===== src/rtl/bus_arbiter.sv =====
// Two-master round-robin arbiter for the shared memory_controller slave port.
// Ownership is held for the owner's whole CYC; a watchdog aborts strobes that are never acknowledged.
module bus_arbiter #(
  parameter int DATA_SIZE      = 32,
  parameter int ADDR_SIZE      = 32,
  parameter int TIMEOUT_CYCLES = 256
) (
  input  logic                   CLK_I,
  input  logic                   RST_I,
  input  logic                   m0_CYC_I,
  input  logic                   m0_STB_I,
  input  logic                   m0_WE_I,
  input  logic [DATA_SIZE/8-1:0] m0_SEL_I,
  input  logic [ADDR_SIZE-1:0]   m0_ADR_I,
  input  logic [DATA_SIZE-1:0]   m0_DAT_I,
  output logic [DATA_SIZE-1:0]   m0_DAT_O,
  output logic                   m0_ACK_O,
  output logic                   m0_ERR_O,
  input  logic                   m1_CYC_I,
  input  logic                   m1_STB_I,
  input  logic                   m1_WE_I,
  input  logic [DATA_SIZE/8-1:0] m1_SEL_I,
  input  logic [ADDR_SIZE-1:0]   m1_ADR_I,
  input  logic [DATA_SIZE-1:0]   m1_DAT_I,
  output logic [DATA_SIZE-1:0]   m1_DAT_O,
  output logic                   m1_ACK_O,
  output logic                   m1_ERR_O,
  output logic                   s_CYC_O,
  output logic                   s_STB_O,
  output logic                   s_WE_O,
  output logic [DATA_SIZE/8-1:0] s_SEL_O,
  output logic [ADDR_SIZE-1:0]   s_ADR_O,
  output logic [DATA_SIZE-1:0]   s_DAT_O,
  input  logic [DATA_SIZE-1:0]   s_DAT_I,
  input  logic                   s_ACK_I,
  output logic [1:0]             gnt_O
);

  localparam int WD_W = $clog2(TIMEOUT_CYCLES) + 1;
  localparam logic [WD_W-1:0] WD_LAST =
    (TIMEOUT_CYCLES > 0) ? WD_W'(TIMEOUT_CYCLES - 1) : '0;

  typedef enum logic [1:0] {
    IDLE = 2'd0,
    GNT0 = 2'd1,
    GNT1 = 2'd2
  } state_t;

  state_t            state_q;
  logic              last_q;
  logic [WD_W-1:0]   wd_cnt_q;

  logic own_cyc;
  logic own_stb;
  logic abort;

  always_comb begin
    own_cyc = 1'b0;
    own_stb = 1'b0;
    case (state_q)
      GNT0: begin
        own_cyc = m0_CYC_I;
        own_stb = m0_STB_I;
      end
      GNT1: begin
        own_cyc = m1_CYC_I;
        own_stb = m1_STB_I;
      end
      default: ;
    endcase
  end

  // An ACK landing on the threshold cycle completes normally.
  assign abort = (TIMEOUT_CYCLES != 0) && own_stb && !s_ACK_I && (wd_cnt_q == WD_LAST);

  always_ff @(posedge CLK_I) begin
    if (RST_I) begin
      state_q  <= IDLE;
      last_q   <= 1'b1;
      wd_cnt_q <= '0;
    end else begin
      case (state_q)
        IDLE: begin
          if (m0_CYC_I && m1_CYC_I) state_q <= last_q ? GNT0 : GNT1;
          else if (m0_CYC_I)        state_q <= GNT0;
          else if (m1_CYC_I)        state_q <= GNT1;
        end
        GNT0: begin
          if (!m0_CYC_I) begin
            last_q  <= 1'b0;
            state_q <= m1_CYC_I ? GNT1 : IDLE;
          end
        end
        GNT1: begin
          if (!m1_CYC_I) begin
            last_q  <= 1'b1;
            state_q <= m0_CYC_I ? GNT0 : IDLE;
          end
        end
        default: state_q <= IDLE;
      endcase

      // Owner dropping CYC is exactly when the grant changes.
      if ((TIMEOUT_CYCLES == 0) || !own_cyc || !own_stb || s_ACK_I || abort)
        wd_cnt_q <= '0;
      else if (wd_cnt_q != '1)
        wd_cnt_q <= wd_cnt_q + WD_W'(1);
    end
  end

  assign gnt_O = {state_q == GNT1, state_q == GNT0};

  always_comb begin
    s_CYC_O  = 1'b0;
    s_STB_O  = 1'b0;
    s_WE_O   = 1'b0;
    s_SEL_O  = '0;
    s_ADR_O  = '0;
    s_DAT_O  = '0;
    m0_DAT_O = '0;
    m0_ACK_O = 1'b0;
    m0_ERR_O = 1'b0;
    m1_DAT_O = '0;
    m1_ACK_O = 1'b0;
    m1_ERR_O = 1'b0;
    case (state_q)
      GNT0: begin
        s_CYC_O  = m0_CYC_I && !abort;
        s_STB_O  = m0_STB_I && !abort;
        s_WE_O   = m0_WE_I;
        s_SEL_O  = m0_SEL_I;
        s_ADR_O  = m0_ADR_I;
        s_DAT_O  = m0_DAT_I;
        m0_DAT_O = s_DAT_I;
        m0_ACK_O = s_ACK_I;
        m0_ERR_O = abort;
      end
      GNT1: begin
        s_CYC_O  = m1_CYC_I && !abort;
        s_STB_O  = m1_STB_I && !abort;
        s_WE_O   = m1_WE_I;
        s_SEL_O  = m1_SEL_I;
        s_ADR_O  = m1_ADR_I;
        s_DAT_O  = m1_DAT_I;
        m1_DAT_O = s_DAT_I;
        m1_ACK_O = s_ACK_I;
        m1_ERR_O = abort;
      end
      default: ;
    endcase
  end

endmodule


===== config.mk =====
export PLATFORM = sky130hd
export DESIGN_NAME = bus_arbiter
export DESIGN_NICKNAME = d
export VERILOG_FILES = /design/src/rtl/bus_arbiter.sv
export SDC_FILE = /design/constraint.sdc
export NUM_CORES = 1
export LEC_CHECK = 0
export BUFFER_PORTS_ARGS = -buffer_cell sky130_fd_sc_hd__buf_2
export CORE_AREA = 10 10 114 116
export CTS_BUF_LIST = sky130_fd_sc_hd__clkbuf_8
export CTS_CLUSTER_DIAMETER = 80
export DETAILED_ROUTE_END_ITERATION = 7
export DIE_AREA = 0 0 124 126
export HOLD_SLACK_MARGIN = 0.08
export PLACE_DENSITY = 0.6
export SLEW_MARGIN = 20
export SYNTH_ARGS = -nofsm -noshare
export SYNTH_HDL_FRONTEND = slang
export SYNTH_SLANG_ARGS = --single-unit

===== constraint.sdc =====
create_clock -name CLK_I -period 4.3 [get_ports CLK_I]
set_input_delay 0.645 -clock CLK_I [delete_from_list [all_inputs] [get_ports CLK_I]]
set_output_delay 0.645 -clock CLK_I [all_outputs]
set_load 0.005 [all_outputs]

======== Word level (Yosys, flattened, before mapping) ========
Cells that the tools add are included.
word-level totals
  input port bits ......................... 177
  logic and storage cells ................. 56
  register bits after elaboration ......... 12
operators by class
  equality and inequality tests ........... 7
  reductions and logical operators ........ 19
  add/subtract/negate cells ............... 1
  muxes and demuxes ....................... 26
operators with widths
  cell                                            number
  case mux 32 bit (2 select lines)                2
  two-way mux 32 bit                              2
  two-way mux 2 bit                               7
  case mux 1 bit (2 select lines)                 6
  adder 9 x 1 -> 9 bit (second input constant)    1
  == test 9 x 8 -> 1 bit (second input constant)  1
  != test 9 bit (second input constant)           1
  case mux 4 bit (2 select lines)                 1
  logical AND 1 bit                               7
  two-way mux 1 bit                               7
  case mux 2 bit (3 select lines)                 1
  AND reduction 3 bit                             2
  zero test 1 bit                                 4
  != test 2 bit (second input constant)           2
  != test 4 bit (second input constant)           1
  logical OR 1 bit                                3
  == test 2 x 1 -> 1 bit (second input constant)  1
  == test 2 bit (second input constant)           1
  zero test 2 bit                                 1
  nonzero test 2 bit                              1
  OR reduction 2 bit                              1

======== Longest topological paths before layout ========
Gate-level depths: netlist of the first run.
  word-level depth ........................ 7
  depth in mapped cells ................... 9
  mapped depth without buffers ............ 8

======== Worst setup path before layout of the first run ========
No wires, ideal clock.
  path type ............................... reg2out
  start ................................... register state_q[1]
  end ..................................... output s_CYC_O
  stages on the path, launching flop included .. 8
  arrival ................................. 1.459 ns
  setup slack ............................. 2.196 ns
  path buffers ............................ 1
  cell sequence ........................... dfxtp_1 -> inv_1 -> ha_1 -> buf_6 -> a22o_4 -> and4b_1 -> nand2b_1 -> a21oi_1
on the way
  cells in the longest elaborated chain, start to end .. 7
ends and longest elaborated chain
  item                                  RTL line  source
  from (decl)                           49        state_t state_q;
  from (signal assigned)                84        if (m0_CYC_I && m1_CYC_I) state_q <= last_q ? GNT0 : GNT1;
  from (signal assigned)                91        state_q <= m1_CYC_I ? GNT1 : IDLE;
  from (signal assigned)                97        state_q <= m0_CYC_I ? GNT0 : IDLE;
  == test 2 x 1 -> 1 bit (*)            -
  net gnt_O[0]                          36        output logic [1:0] gnt_O
  case mux 1 bit (2 select lines)       60        case (state_q)
  logical AND 1 bit (2 in a row)        74        assign abort = (TIMEOUT_CYCLES != 0) && own_stb && !s_ACK_I && (wd_cnt_q == WD_LAST);
  zero test 1 bit                       128, 139
  logical AND 1 bit (on tied branches)  139, 128
  case mux 1 bit (2 select lines) (*)   126       case (state_q)
  to (decl)                             28        output logic s_CYC_O,
The timed path passes the listed nets; every way through them passes the cells marked *.

======== Final worst setup path of the first run ========
  start ................................... register state_q[0]
  end ..................................... output s_STB_O
on the way
  cells in the longest elaborated chain, start to end .. 7
ends and longest elaborated chain
  item                                                            RTL line  source
  == test 2 bit / == test 2 x 1 -> 1 bit (equally long branches)  60, 126
  case mux 1 bit (2 select lines)                                 60
  logical AND 1 bit (2 in a row)                                  74
  zero test 1 bit                                                 129, 140
  logical AND 1 bit (on tied branches)                            140, 129
  case mux 1 bit (2 select lines) (*)                             126
  to (decl)                                                       29        output logic s_STB_O,
Every way passes the cells marked *; elsewhere a longest branch is shown, timed or not.

==> metrics.cfg, run 1 <==
[outcome]
status = finished clean

[global_route]
grt_max_degree = 112
grt_first_pass_wirelength_um = 18000
antenna_found_initial = 0
grt_pass1_vias = 3249
gr-usage-all-layers_pct = 13.9
overflow = 0

[route]
wl_per_cell_um = 17.1
wl_met2_um = 6940
drc = 0
via_per_inst = 4.50
drt_iter0_markers = 172
highest_layer = met4
finalWirelength_um = 12900
via_count = 3375
drtPass1Iterations = 5
detail-route-antenna-nets = 0
wl_met3_um = 1340
wl_met1_um = 4440

[setup_path]
required_ns = 3.65
cp.arrival_ns = 2.38
slowest_delay_ns = 0.59
crit_chain = inv_1, ha_2, buf_4, and4b_1, nand2b_1, nor2_1, buf_2
reg2reg_slack_ns = 2.08
end_kind = output pin
crit_start = state_q[0]
slowest_stage = ha_2
r2r-start = state_q[1]
crit_type = flip-flop to output pin
cp_max_fo = 51
startpoint_type = flip-flop

[cells_and_area]
utilization_pct = 37.0
final_nets = 796
syn_to_final_growth_pct = 76.9
fillCellCount = 1137
multi_input_area_mm2 = 0.00187
diodes = 0
layout.cells.non_filler = 750
drive_gt1_share_pct = 54.1
regArea_um2 = 240

[yosys]
synth_top_area_share_pct = 23.2
syn_inst = 321
ys_ff_latch = 12
seq_area_frac_synth_pct = 10.7
yosys.area.top_type = a22oi_1
syn_area_per_cell_um2 = 6.97
netlist_top_cells_area = a22oi_1 (23%), nor2b_1 (20%), and2_1 (19%)
ys_types = 31
synth_fp_nets = 505
syn-cell-area_mm2 = 0.00224
ys_warn_count = 0

[timing]
skew_ns = 0.00590
fin_tns_setup_ns = 0
worst_pin_slew_ns = 1.11
slew_headroom_pct = 26.3
rsz0062_at_grt = false
finalWorstSetupSlack_ns = 1.27
drv_slew = 0
setup_viol = 0
max_clock_freq_mhz = 330
period_needed_ns = 3.03
finalCritPeriodShare_pct = 70.4
timing.final.hold_violations = 0

[clock_network]
cts_hold_repair.buffers = 0
h-tree-depth = 1
clock_sinks = 12
clock_latency_ns = 0.24
cts_tree = yes
clkTransAtPathRegs_ns = 0.05
cts_root_buf = clkbuf_8
cts_buffers = 3
post_cts_buffers = 0
ctsResizeCount = 0
cts_buffer_depth = 2

[floorplan]
num_io_pins = 318
coreArea_mm2 = 0.0107
die_w_um = 124
die_area_mm2 = 0.0156
rows = 38
initial_core_util_pct = 20.9
fp.dieH_um = 126

[placed_design]
dp_hpwl_um = 10700
dp_cells = 746
port_buffers = 317
place_ws_ns = 1.49
gp_congestion = 0.849

[worst_hold_path]
min_path_type = flip-flop to flip-flop
min-delay-start = wd_cnt_q[8]

[power]
p_leak_nw = 2.17
max-vdd-ir-drop_v = 0.000185
power.density_mw_per_mm2 = 195

[job]
max_cap_viol_count = 0

path summary, 6_finish.rpt:
check           endpoint  cells past startpoint
max              s_STB_O                      7
min          wd_cnt_q[8]                      2
max reg2reg  wd_cnt_q[7]                      6
min reg2reg  wd_cnt_q[8]                      2
metal layers:
layer | vias up | GRT usage (%)
li1 | 1684 | -
met2 | 154 | 27.0
met5 | - | 0
met1 | 1526 | 14.7
met3 | 11 | 3.22
met4 | 0 | 2.44
state kept, by name, summed over array words and instances (netlist names):
register  cells
wd_cnt_q      9
state_q       2
last_q        1
metrics by stage:
stage / power, mW / hold WS, ns / instance area (um^2)
2_1_floorplan: 0.435 / 0.463 / 2240
3_5_place_dp: 0.672 / 0.505 / 3890
5_1_grt: 0.838 / 0.568 / 3960
6_report: 0.771 / 0.517 / 3960
4_1_cts: 0.779 / 0.524 / 3940
3_3_place_gp: 0.662 / 0.496 / 3890
synth_stat cells, drive strengths merged:
| cell type | number |
|---|---|
| nand2b | 3 |
| a211oi | 1 |
| o21bai | 1 |
| xnor2 | 3 |
| and4b | 1 |
| a22o | 1 |
| o2111ai | 1 |
| and2 | 68 |
| mux2i | 2 |
| nand4 | 2 |
| a21oi | 8 |
| a22oi | 69 |
| buf | 5 |
| clkbuf | 28 |
| nand4b | 2 |
| and3b | 1 |
| ha | 7 |
| o311ai | 1 |
| inv | 5 |
| nor2b | 70 |
| nor2 | 16 |
| nand3 | 1 |
| nand2 | 7 |
| nand3b | 1 |
| xor2 | 4 |
| dfxtp | 12 |
| or3 | 1 |
cell usage in the layout (no fill, tap or decap), types with 3 or more instances in the layout:
| cell type | instances |
|---|---|
| ha_1 | 4 |
| xor2_1 | 4 |
| nor2_1 | 16 |
| a21oi_1 | 8 |
| nand2_1 | 5 |
| nor2b_1 | 70 |
| dfxtp_1 | 12 |
| and2_1 | 68 |
| clkbuf_8 | 3 |
| xnor2_1 | 3 |
| nand2b_1 | 3 |
| inv_1 | 5 |
| a22oi_1 | 69 |
| buf_2 | 317 |
logic make-up (layout without fill, tap and decap cells):
kind of cell               count (synthesis)  count (layout)  share of synthesized area, %
adders and majority gates                  7               7                          3.92
buffers and inverters                     38             327                          7.05
xor gates and xnor gates                   7               7                          2.74
AOI/OAI and AO/OA                         82              82                          27.4
and+or+nand+nor                          173             173                          47.2
muxes                                      2               2                         0.895
DFF                                       12              12                          10.7
area by class of cell:
class / instances / share of cell area [%]
timing repair buffer: 319 / 40.8
sequential: 12 / 6.07
inverter: 5 / 0.475
multi-input combinational: 271 / 47.2
tap: 140 / 4.43
clock buffer: 3 / 1.04
critical path: cells and delay by family (launching register included):
family	cells	cell delay (ns)
and+or+nand+nor	3	0.45
adders and majority gates	1	0.59
buffers and inverters	3	0.66
DFF	1	0.42
where the power goes:
| group | internal, mW | leakage [nW] | total (mW) | switching (mW) |
|---|---|---|---|---|
| Sequential | 0.116 | 0.0971 | 0.121 | 0.00552 |
| Combinational | 0.275 | 2.05 | 0.547 | 0.273 |
| Clock | 0.0617 | 0.0216 | 0.103 | 0.0408 |
| Total | 0.452 | 2.17 | 0.771 | 0.319 |
Power figures use the tool's default switching activity.
==> run 2, diff against run 1 <==
--- a/config.mk
+++ b/config.mk
@@ -6,13 +6,13 @@
 export NUM_CORES = 1
 export LEC_CHECK = 0
 export BUFFER_PORTS_ARGS = -buffer_cell sky130_fd_sc_hd__buf_2
-export CORE_AREA = 10 10 114 116
+export CORE_AREA = 10 10 115 117
 export CTS_BUF_LIST = sky130_fd_sc_hd__clkbuf_8
 export CTS_CLUSTER_DIAMETER = 80
 export DETAILED_ROUTE_END_ITERATION = 7
-export DIE_AREA = 0 0 124 126
+export DIE_AREA = 0 0 125 127
 export HOLD_SLACK_MARGIN = 0.08
-export PLACE_DENSITY = 0.6
+export PLACE_DENSITY = 0.62
 export SLEW_MARGIN = 20
 export SYNTH_ARGS = -nofsm -noshare
 export SYNTH_HDL_FRONTEND = slang
==> constraint.sdc (replaced) <==
create_clock -name CLK_I -period 2.71 [get_ports CLK_I]
set_input_delay 0.4065 -clock CLK_I [delete_from_list [all_inputs] [get_ports CLK_I]]
set_output_delay 0.4065 -clock CLK_I [all_outputs]
set_load 0.005 [all_outputs]
==> metrics.cfg, run 2 (same netlist as run 1, synthesis figures left out) <==
[clock_network]
post_cts_buffers = 0
clock_sinks = 12
h-tree-depth = 1
cts_root_buf = clkbuf_8
cts_hold_repair.buffers = 0
clock_latency_ns = 0.24
cts_buffer_depth = 2
cts_buffers = 3
ctsResizeCount = 0
cts_tree = yes
clkTransAtPathRegs_ns = 0.06

[route]
wl_met1_um = 5090
wl_met2_um = 6950
wl_per_cell_um = 17.6
detail-route-antenna-nets = 0
drtPass1Iterations = 4
drc = 0
finalWirelength_um = 13400
wl_met3_um = 1090
via_per_inst = 4.43
highest_layer = met5
drt_iter0_markers = 176
via_count = 3357

[setup_path]
slowest_stage = ha_4
cp_max_fo = 38
end_kind = output pin
crit_type = flip-flop to output pin
required_ns = 2.30
crit_chain = inv_1, ha_4, buf_4, a22oi_1, nor2b_1, buf_2
startpoint_type = flip-flop
r2r_cells = 7
cp.arrival_ns = 1.96
slowest_delay_ns = 0.42

[floorplan]
die_area_mm2 = 0.0159
rows = 39
fp.dieH_um = 127
num_io_pins = 318
coreArea_mm2 = 0.0111
initial_core_util_pct = 20.1
die_w_um = 125

[global_route]
grt_first_pass_wirelength_um = 19300
overflow = 0
gr-usage-all-layers_pct = 14.6
grt_pass1_vias = 3197
antenna_found_initial = 2
grt_max_degree = 56

[outcome]
status = finished clean

[placed_design]
gp_congestion = 0.882
dp_cells = 754
port_buffers = 317
dp_hpwl_um = 11300

[cells_and_area]
diodes = 0
largest_reg_flops = 9
fillCellCount = 1231
regMostFlops = wd_cnt_q
syn_to_final_growth_pct = 78.9
drive_gt1_share_pct = 54.3
final_cell_mix = buf_2 (317), nor2b_1 (70), a22oi_1 (69), and2_1 (68), nor2_1 (16)
layout.cells.non_filler = 758
layout_commonest_cell = buf_2
reg.largest.list = wd_cnt_q (9), state_q (2), last_q (1)
final_nets = 800

[timing]
worst_pin_slew_ns = 0.463
slew_headroom_pct = 68.7
fin_tns_setup_ns = 0
period_needed_ns = 2.37
max_clock_freq_mhz = 422
timing.final.hold_violations = 0
rsz0062_at_grt = false
drv_slew = 0
skew_ns = 0.00473
finalCritPeriodShare_pct = 87.5
setup_viol = 0

[job]
max_cap_viol_count = 0

[power]
max-vdd-ir-drop_v = 0.000405
p_leak_nw = 2.20
power.density_mw_per_mm2 = 317
p_total_mw = 1.27

[worst_hold_path]
min_path_type = primary input to flip-flop
whs_path_depth = 2

run 2: cell count changes in the layout (fill, tap and decap cells not counted), sizes merged:
cell	before	now
clkbuf	3	4
buf	319	323
run 2: power by group:
part           internal (mW)  leakage, nW  total (mW)  switching, mW
Sequential             0.183       0.0971       0.192        0.00828
Combinational          0.442         2.07       0.881          0.440
Clock                  0.128       0.0288       0.193         0.0652
Total                  0.753         2.20        1.27          0.513
run 2: critical path, delay by kind of cell, from the launching register on:
kind | cells | cell delay (ns)
flops | 1 | 0.35
fa+ha+maj | 1 | 0.42
compound gates | 1 | 0.12
buf+inv | 3 | 0.68
simple gates | 1 | 0.13
run 2: final timing paths:
| kind | slack [ns] | startpoint | to |
|---|---|---|---|
| worst max-delay path | 0.34 | state_q[1] | s_ADR_O[6] |
| worst min-delay path | 0.39 | RST_I | state_q[1] |
| worst max register to register | 0.81 | state_q[0] | wd_cnt_q[2] |
| worst min register to register | 0.52 | wd_cnt_q[6] | wd_cnt_q[6] |
run 2: metal layers:
metal  track usage (%)  vias up
met3              4.43       16
met1              16.6     1481
met5                 0        -
li1                  -     1694
met2              26.8      162
met4              2.03        4
run 2: cell type report:
type	count	area, um^2	area share (%)
clock buffers	4	55.1	1.38
inverters	5	18.8	0.469
multi-input cells	271	1860	46.6
flip-flops and latches	12	240	6.01
well taps	143	179	4.47
repair buffers	323	1640	41.1
run 2: stage by stage:
stage,hold WS [ns],utilization [%],instance area [um^2],setup slack (ns)
floorplan,0.463,-,2240,0.845
detailed placement,0.508,35.5,3950,0.602
global placement,0.501,35.5,3950,0.606
finish,0.386,36.0,4000,0.340
global route,0.391,36.0,4000,0.162
CTS,0.383,36.0,4000,0.324
==> run 3, diff against run 2 <==
--- a/config.mk
+++ b/config.mk
@@ -5,14 +5,15 @@
 export SDC_FILE = /design/constraint.sdc
 export NUM_CORES = 1
 export LEC_CHECK = 0
+export ABC_AREA = 1
 export BUFFER_PORTS_ARGS = -buffer_cell sky130_fd_sc_hd__buf_2
-export CORE_AREA = 10 10 115 117
+export CORE_AREA = 10 10 114 116
 export CTS_BUF_LIST = sky130_fd_sc_hd__clkbuf_8
 export CTS_CLUSTER_DIAMETER = 80
 export DETAILED_ROUTE_END_ITERATION = 7
-export DIE_AREA = 0 0 125 127
+export DIE_AREA = 0 0 124 126
 export HOLD_SLACK_MARGIN = 0.08
-export PLACE_DENSITY = 0.62
+export PLACE_DENSITY = 0.63
 export SLEW_MARGIN = 20
 export SYNTH_ARGS = -nofsm -noshare
 export SYNTH_HDL_FRONTEND = slang
==> metrics.cfg, run 3 <==
[job]
max_cap_viol_count = 0

[route]
via_per_inst = 4.22
drt_iter0_markers = 382
drtPass1Iterations = 4
via_count = 3902
drc = 0
finalWirelength_um = 14600
detail-route-antenna-nets = 0
wl_per_cell_um = 15.8

[placed_design]
place_ws_ns = 0.681
gp_congestion = 0.893
dp_hpwl_um = 12300
port_buffers = 317

[timing]
max_clock_freq_mhz = 441
finalCritPeriodShare_pct = 83.7
finalWorstSetupSlack_ns = 0.441
timing.final.hold_violations = 0
rsz0062_at_grt = false
drv_slew = 0
skew_ns = 0.00419
period_needed_ns = 2.27
worst_pin_slew_ns = 0.462
slew_headroom_pct = 69.2
setup_viol = 0
fin_tns_setup_ns = 0

[worst_hold_path]
min_path_type = primary input to flip-flop

[power]
p_total_mw = 1.70
max-vdd-ir-drop_v = 0.000285
power.density_mw_per_mm2 = 420
p_leak_nw = 2.76

[clock_network]
ctsResizeCount = 0
clkTransAtPathRegs_ns = 0.06
cts_root_buf = clkbuf_8
clock_sinks = 12
clock_latency_ns = 0.24
cts_buffer_depth = 2
post_cts_buffers = 0
cts_hold_repair.buffers = 0
cts_buffers = 3
h-tree-depth = 1
cts_tree = yes

[yosys]
ys.flop_type = dfxtp_1
ys_warn_count = 0
synthArstFlopShare_pct = 0
synth_fp_nets = 669
ys_ff_latch = 12
synth-edff-count = 0
synthMostInstantiatedCell = nand2_1
netlist_top_cells_area = nand2_1 (38%), a21oi_1 (17%), inv_1 (13%)
syn-cell-area_mm2 = 0.00228
synth_common_cells = nand2_1 (232), inv_1 (82), a21oi_1 (78)
syn_area_per_cell_um2 = 4.71
seq_area_frac_synth_pct = 10.5
syn_inst = 485
yosys.area.top_type = nand2_1
synth_top_area_share_pct = 38.1
ys_types = 20

[cells_and_area]
regMostFlops = wd_cnt_q
layout_commonest_cell = buf_2
utilization_pct = 37.8
final_nets = 965
drive_gt1_share_pct = 43.3
final_cell_mix = buf_2 (317), nand2_1 (232), inv_1 (82), a21oi_1 (78), nor2_1 (16)
largest_reg_flops = 9
reg.largest.list = wd_cnt_q (9), state_q (2), last_q (1)
syn_to_final_growth_pct = 76.8

[setup_path]
slowest_stage = dfxtp_1
end_kind = output pin
cp_max_fo = 3
cp.arrival_ns = 1.86
crit_type = flip-flop to output pin
slowest_delay_ns = 0.37
required_ns = 2.30
cp_top_family = simple AND/OR/NAND/NOR gates
path_buf_inv = 1
crit_chain = ha_1, nand3_1, nor2_1, nand2_1, nor2_1, ha_1, nand3_1, nand2_1, a21oi_1, buf_2
startpoint_type = flip-flop

[global_route]
grt_max_degree = 100
gr-usage-all-layers_pct = 16.4
grt_pass1_vias = 3573
antenna_found_initial = 5
grt_first_pass_wirelength_um = 20600
overflow = 0

[floorplan]
num_io_pins = 318
fp.dieH_um = 126
coreArea_mm2 = 0.0107
die_w_um = 124
initial_core_util_pct = 21.4
rows = 38
die_area_mm2 = 0.0156

[outcome]
status = finished clean

[run 3: metal layers]
layer	vias to the layer above	global-route usage [%]	share of wire (%)
li1	2035	-	-
met2	172	30.7	51
met1	1669	19.0	38
met5	-	0	0.17
met3	22	3.08	9.7
met4	4	2.44	1.4
[run 3: kinds of logic (layout without fill, tap and decap cells)]
family	after synthesis	count (layout)	synth area share [%]
simple gates	264	264	45.0
buf+inv	117	412	21.2
compound gates	82	82	18.2
flops	12	12	10.5
fa+ha+maj	7	7	3.83
xor+xnor	3	3	1.15
other cells	0	4	0
[run 3: power breakdown]
group | internal (mW) | switching [mW]
clock | 0.128 | 0.0671
sequential | 0.187 | 0.0124
combinational | 0.493 | 0.809
total | 0.808 | 0.888
[run 3: per-stage QoR]
stage	hold WS, ns	cells	area, um^2
floorplan	0.461	485	2280
global placement	0.477	916	3980
detailed placement	0.482	916	3980
CTS	0.388	920	4030
global route	0.400	923	4040
finish	0.383	924	4040
[run 3: worst paths after layout]
path | from | end | slack [ns] | depth (start not counted)
worst min-delay path | RST_I | state_q[0] | 0.38 | 2
worst max register to register | wd_cnt_q[0] | wd_cnt_q[4] | 0.75 | 12
worst min register to register | wd_cnt_q[1] | wd_cnt_q[1] | 0.49 | 2
worst max-delay path | wd_cnt_q[0] | s_CYC_O | 0.44 | 10
[run 3: layout make-up]
| class | count | area, um^2 |
|---|---|---|
| antenna | 4 | 10.0 |
| tap | 140 | 175 |
| timing repair buffer | 323 | 1660 |
| clock buffer | 4 | 55.1 |
| multi-input combinational | 356 | 1580 |
| sequential | 12 | 240 |
| fill | 1234 | 6660 |
| inverter | 85 | 319 |
